**src/rtl/snake_game_ctrl.sv**
```systemverilog
// snake_game_ctrl: game-level sequencer that sits after the per-pixel collision
// detector. It collects collision codes over a frame, resolves them at frame_end,
// paces snake movement, and keeps the BCD score and the snake length.
// Optional build macro: SPEEDUP_EN. When defined, every fifth apple shortens the
// move period by one frame, down to MIN_FRAMES_PER_MOVE.
//
// state   | meaning
// --------+--------------------------------------------------------------
// IDLE    | after reset, waiting for the first start pulse
// RESTART | one cycle; game_reset pulses and all game state is reloaded
// PLAY    | collisions are collected and resolved at each frame_end
// OVER    | wall or body hit seen; waiting for start
module snake_game_ctrl #(
  parameter int unsigned FRAMES_PER_MOVE     = 8,
  parameter int unsigned MIN_FRAMES_PER_MOVE = 2,
  parameter int unsigned LEN_W               = 6,
  parameter int unsigned INIT_LEN            = 3,
  parameter int unsigned MAX_LEN             = 63
) (
  input  logic             clk,
  input  logic             rst_n,
  input  logic [1:0]       collision,
  input  logic             frame_end,
  input  logic             start,
  output logic             game_reset,
  output logic             move_tick,
  output logic             grow,
  output logic             apple_respawn,
  output logic [7:0]       score,
  output logic [LEN_W-1:0] length,
  output logic             game_over,
  output logic             playing
);

  localparam int unsigned PER_W = $clog2(FRAMES_PER_MOVE + 1);
  localparam logic [PER_W-1:0] PERIOD_INIT = PER_W'(FRAMES_PER_MOVE);
  localparam logic [LEN_W-1:0] LEN_INIT    = LEN_W'(INIT_LEN);
  localparam logic [LEN_W-1:0] LEN_MAX     = LEN_W'(MAX_LEN);

  typedef enum logic [1:0] {
    S_IDLE    = 2'd0,
    S_RESTART = 2'd1,
    S_PLAY    = 2'd2,
    S_OVER    = 2'd3
  } state_t;

  state_t state, state_nxt;

  logic [7:0]       score_q, score_nxt, score_inc;
  logic [LEN_W-1:0] length_q, length_nxt;
  logic [PER_W-1:0] frame_cnt_q, frame_cnt_nxt;
  logic [PER_W-1:0] period_q;
  logic             wall_seen_q, wall_seen_nxt;
  logic             apple_seen_q, apple_seen_nxt;
  logic             game_reset_q, game_reset_nxt;
  logic             move_tick_q, move_tick_nxt;
  logic             grow_q, grow_nxt;
  logic             respawn_q, respawn_nxt;
  logic             wall_now, apple_now, wall_hit, apple_hit;

`ifdef SPEEDUP_EN
  localparam logic [PER_W-1:0] PERIOD_MIN = PER_W'(MIN_FRAMES_PER_MOVE);
  logic [PER_W-1:0] period_nxt;
`else
  // The move period is a constant in this build; the floor parameter has no use.
  logic unused_min_period;
  assign unused_min_period = (MIN_FRAMES_PER_MOVE != 0);
  assign period_q          = PERIOD_INIT;
`endif

  // Code 11 is folded into the wall case so a corrupt code can only end a game.
  assign wall_now  = collision[1];
  assign apple_now = (collision == 2'b01);
  assign wall_hit  = wall_seen_q | wall_now;
  assign apple_hit = apple_seen_q | apple_now;

  // BCD +1 of the score, holding at 99.
  always_comb begin
    score_inc = score_q;
    if (score_q == 8'h99) begin
      score_inc = score_q;
    end else if (score_q[3:0] == 4'd9) begin
      score_inc = {score_q[7:4] + 4'd1, 4'd0};
    end else begin
      score_inc = {score_q[7:4], score_q[3:0] + 4'd1};
    end
  end

  // Next-state and next-datapath logic; pulses default low every cycle.
  always_comb begin
    state_nxt      = state;
    score_nxt      = score_q;
    length_nxt     = length_q;
    frame_cnt_nxt  = frame_cnt_q;
    wall_seen_nxt  = wall_seen_q;
    apple_seen_nxt = apple_seen_q;
    game_reset_nxt = 1'b0;
    move_tick_nxt  = 1'b0;
    grow_nxt       = 1'b0;
    respawn_nxt    = 1'b0;
`ifdef SPEEDUP_EN
    period_nxt     = period_q;
`endif

    case (state)
      S_IDLE: begin
        if (start) begin
          state_nxt      = S_RESTART;
          game_reset_nxt = 1'b1;
        end
      end

      S_RESTART: begin
        score_nxt      = 8'h00;
        length_nxt     = LEN_INIT;
        frame_cnt_nxt  = '0;
        wall_seen_nxt  = 1'b0;
        apple_seen_nxt = 1'b0;
`ifdef SPEEDUP_EN
        period_nxt     = PERIOD_INIT;
`endif
        state_nxt      = S_PLAY;
      end

      S_PLAY: begin
        if (frame_end) begin
          wall_seen_nxt  = 1'b0;
          apple_seen_nxt = 1'b0;
          if (wall_hit) begin
            state_nxt = S_OVER;
          end else begin
            // Pacing compares the count before this frame is added in.
            if (frame_cnt_q == period_q - PER_W'(1)) begin
              move_tick_nxt = 1'b1;
              frame_cnt_nxt = '0;
            end else begin
              frame_cnt_nxt = frame_cnt_q + PER_W'(1);
            end
            if (apple_hit) begin
              grow_nxt    = 1'b1;
              respawn_nxt = 1'b1;
              score_nxt   = score_inc;
              length_nxt  = (length_q >= LEN_MAX) ? LEN_MAX : length_q + LEN_W'(1);
`ifdef SPEEDUP_EN
              // A held score at 99 is not a new multiple of five.
              if ((score_inc != score_q) &&
                  ((score_inc[3:0] == 4'd0) || (score_inc[3:0] == 4'd5)) &&
                  (period_q > PERIOD_MIN)) begin
                period_nxt = period_q - PER_W'(1);
                if (frame_cnt_nxt >= period_nxt) begin
                  frame_cnt_nxt = '0;
                end
              end
`endif
            end
          end
        end else begin
          wall_seen_nxt  = wall_seen_q | wall_now;
          apple_seen_nxt = apple_seen_q | apple_now;
        end
      end

      S_OVER: begin
        if (start) begin
          state_nxt      = S_RESTART;
          game_reset_nxt = 1'b1;
        end
      end

      default: begin
        state_nxt = S_IDLE;
      end
    endcase
  end

  // FSM state register.
  always_ff @(posedge clk or negedge rst_n) begin
    if (!rst_n) begin
      state <= S_IDLE;
    end else begin
      state <= state_nxt;
    end
  end

  // Score, length, pacing counter, sticky flags and registered pulses.
  always_ff @(posedge clk or negedge rst_n) begin
    if (!rst_n) begin
      score_q      <= 8'h00;
      length_q     <= LEN_INIT;
      frame_cnt_q  <= '0;
      wall_seen_q  <= 1'b0;
      apple_seen_q <= 1'b0;
      game_reset_q <= 1'b0;
      move_tick_q  <= 1'b0;
      grow_q       <= 1'b0;
      respawn_q    <= 1'b0;
    end else begin
      score_q      <= score_nxt;
      length_q     <= length_nxt;
      frame_cnt_q  <= frame_cnt_nxt;
      wall_seen_q  <= wall_seen_nxt;
      apple_seen_q <= apple_seen_nxt;
      game_reset_q <= game_reset_nxt;
      move_tick_q  <= move_tick_nxt;
      grow_q       <= grow_nxt;
      respawn_q    <= respawn_nxt;
    end
  end

`ifdef SPEEDUP_EN
  // Move period register, shortened by the apple count.
  always_ff @(posedge clk or negedge rst_n) begin
    if (!rst_n) begin
      period_q <= PERIOD_INIT;
    end else begin
      period_q <= period_nxt;
    end
  end
`endif

  assign game_reset    = game_reset_q;
  assign move_tick     = move_tick_q;
  assign grow          = grow_q;
  assign apple_respawn = respawn_q;
  assign score         = score_q;
  assign length        = length_q;
  assign game_over     = (state == S_OVER);
  assign playing       = (state == S_PLAY);

endmodule

```
**config.mk**
```make
export PLATFORM = sky130hd
export DESIGN_NAME = snake_game_ctrl
export DESIGN_NICKNAME = d
export VERILOG_FILES = /design/src/rtl/snake_game_ctrl.sv
export SDC_FILE = /design/constraint.sdc
export NUM_CORES = 1
export LEC_CHECK = 0
export CORE_UTILIZATION = 30
export CTS_CLUSTER_DIAMETER = 150
export DETAILED_ROUTE_END_ITERATION = 8
export GPL_ROUTABILITY_DRIVEN = 0
export GPL_TIMING_DRIVEN = 1
export MAX_ROUTING_LAYER = met4
export PLACE_DENSITY_LB_ADDON = 0.05
export SETUP_SLACK_MARGIN = 0.02
export SKIP_CTS_REPAIR_TIMING = 1
export SYNTH_ARGS = -nofsm -noshare
export SYNTH_HDL_FRONTEND = slang
export SYNTH_SLANG_ARGS = --single-unit
```
**constraint.sdc**
```tcl
create_clock -name clk -period 2.16 [get_ports clk]
set_clock_uncertainty 0.2 [all_clocks]
set_input_delay 0.648 -clock clk [delete_from_list [all_inputs] [get_ports clk]]
set_output_delay 0.648 -clock clk [all_outputs]
set_load 0.1 [all_outputs]
```
==> results.txt <==
Top cell type by total area after synthesis: dfrtp_1
Wirelength per Cell: 13.5 um
Final count of pins violating max slew: 0
Register area: 643 um^2
Antenna violations before repair: 0
H-tree depth: 1
Die footprint: 4990 um^2
Slew HR: 0.779
Final WL: 3.14 mm
Max-cap violations: 0
I/O Pins: 26
Met1 global-route usage: 0.173
First-pass GRT wire length: 5.55 mm
Residual DRC count: 5
Initial drt markers: 53
Num CTS Buffers: 3
CP Class: in -> reg
Vias in the first global route: 1192
Post-synth top area share: 0.407
P_leak: 0.929 nW
Layout cells sized above 1: 0.309
Mapped Area: 1410 um^2
Syn_area_per_cell: 9.81 um^2
Met3 Track Usage GR: 0.0313
Most common cell in the netlist: dfrtp_1
Final period utilization: 0.950
Inst Count DP: 229
Power density cells: 1190 nW/um^2
Final hold vios: 0
Hold_ws: 0.319 ns
Final #Nets: 197
Setup repair after global routing missed its margin: no
# diodes: 0
Fin crit period: 2.05 ns
GR peak layer: met2
Worst EP required: 2.13 ns
Worst setup margin: 0.107 ns
Non-filler instance count after layout: 233
Startpoint types: input port
Clock Sinks: 25
Total Routing Usage GR: 0.143
DP Area: 2040 um^2
Total negative slack: 0 ns
Clock slew at reported path FFs: 0.10 ns
Unique masters post-synth: 39
Met2 global-route usage: 0.244
Initial core utilization: 0.318
Status: complete, but fails checks
Total congestion overflow: 0
CTS root buf: clkbuf_8
Crit end category: flop
Die Y: 70.6 um
#FFs+latches synth: 25
Vias/cell: 5.12
Multi-input gate area: 769 um^2
Antenna Nets Post-Route: 0
CP Max Fanout: 5
Failing checks: design-rule violations
CP Data Arrival Time: 2.02 ns
Fill cells: 421
EDFF count, synth: 0
Ys flop type: dfrtp_1
IO Port Bufs: 25
Synth top area cells: dfrtp_1 41%, ha_1 8.0%, nor2_1 4.5%
Largest net degree at the start of global routing: 26
Vias: 1192
Seq/Total Area, Yosys: 0.445
Cells after synthesis: 144
Most frequent cells after synthesis: 23 x dfrtp_1, 17 x nor2_1, 11 x inv_1, 9 x ha_1, 9 x nand3_1
First-pass DRT Iterations: 6
Layout Utilization: 0.475
Maximum clock frequency: 487 MHz
CTS Buffer Depth: 2
Pre-CTS setup slack: -0.475 ns
Yosys Warn Count: 0
Total power draw: 2.51 mW
Post-DP HPWL: 2.41 mm
Chip Width: 70.6 um
Clock latency on the worst-skew pair: 0.27 ns
Worst-Margin Slew: 0.331 ns
Net Count, Synth: 159
CTS tree: done
Total core area: 4440 um^2
Row count: 24
Final number of setup-violating endpoints: 0
Max IR drop VDD: 1.05 mV
Hold Path Class: reg -> reg
Final instance area: 2110 um^2
Area Overhead vs Synth: 49.3%
Asr flop ratio synth: 1.00
registers in the layout (all words and copies together) (netlist names), 2 cells and up:
register / flops
score: 8
length: 6
frame_cnt_q: 4
state: 2
critical path: stages:
cell and delay, ns:
clkdlybuf4s50_1 0.54, nand2b_4 0.09, a221oi_4 0.32, nand2_1 0.10
a221o_1 0.32
routing by layer:
metal | wire length (um) | vias up
met4 | 29 | 0
met2 | 1570 | 25
met3 | 107 | 2
met5 | 0 | -
met1 | 1440 | 584
li1 | - | 581
where the power goes:
part,switching (mW),internal (mW)
logic,0.927,0.606
clock network,0.163,0.131
registers,0.114,0.571
layout by cell type (no fill, tap or decap), types with 4 or more instances in the layout:
master,instances
buf_12,20
nor2_1,17
dfrtp_1,15
buf_4,11
inv_1,10
nand3_1,9
ha_1,8
nand2_1,6
o21ai_1,6
a21oi_1,6
dfrtp_2,6
a22o_1,5
o21a_1,4
or3_1,4
cell families (layout without fill, tap and decap cells):
family,after synthesis,in the layout,share of synthesized area
AND/OR/NAND/NOR,59,59,0.229
AO/OA/AOI/OAI,32,32,0.167
flip-flops,25,25,0.445
buffers and inverters,15,52,0.0452
adder cells (fa/ha/maj),9,9,0.0797
multiplexers,4,4,0.0337
path summary, 6_finish.rpt:
path	start	to	slack [ns]	depth (start not counted)
min in group asynchronous	rst_n	state[0]	0.54	2
max in group asynchronous	rst_n	length[0]	0.93	2
worst min-delay path	frame_cnt_q[0]	frame_cnt_q[0]	0.32	1
worst min register to register	frame_cnt_q[0]	frame_cnt_q[0]	0.32	1
worst max-delay path	collision[0]	score[3]	0.11	5
worst max register to register	state[0]	score[5]	0.16	6
area by class of cell:
type                    instances  area share
clock buffers                   3      0.0196
clock inverters                 1     0.00356
inverters                      12      0.0214
multi-input cells             104       0.365
flip-flops and latches         25       0.305
well taps                      52      0.0308
repair buffers                 36       0.255
Note: power is estimated with default switching activity, not from simulation.
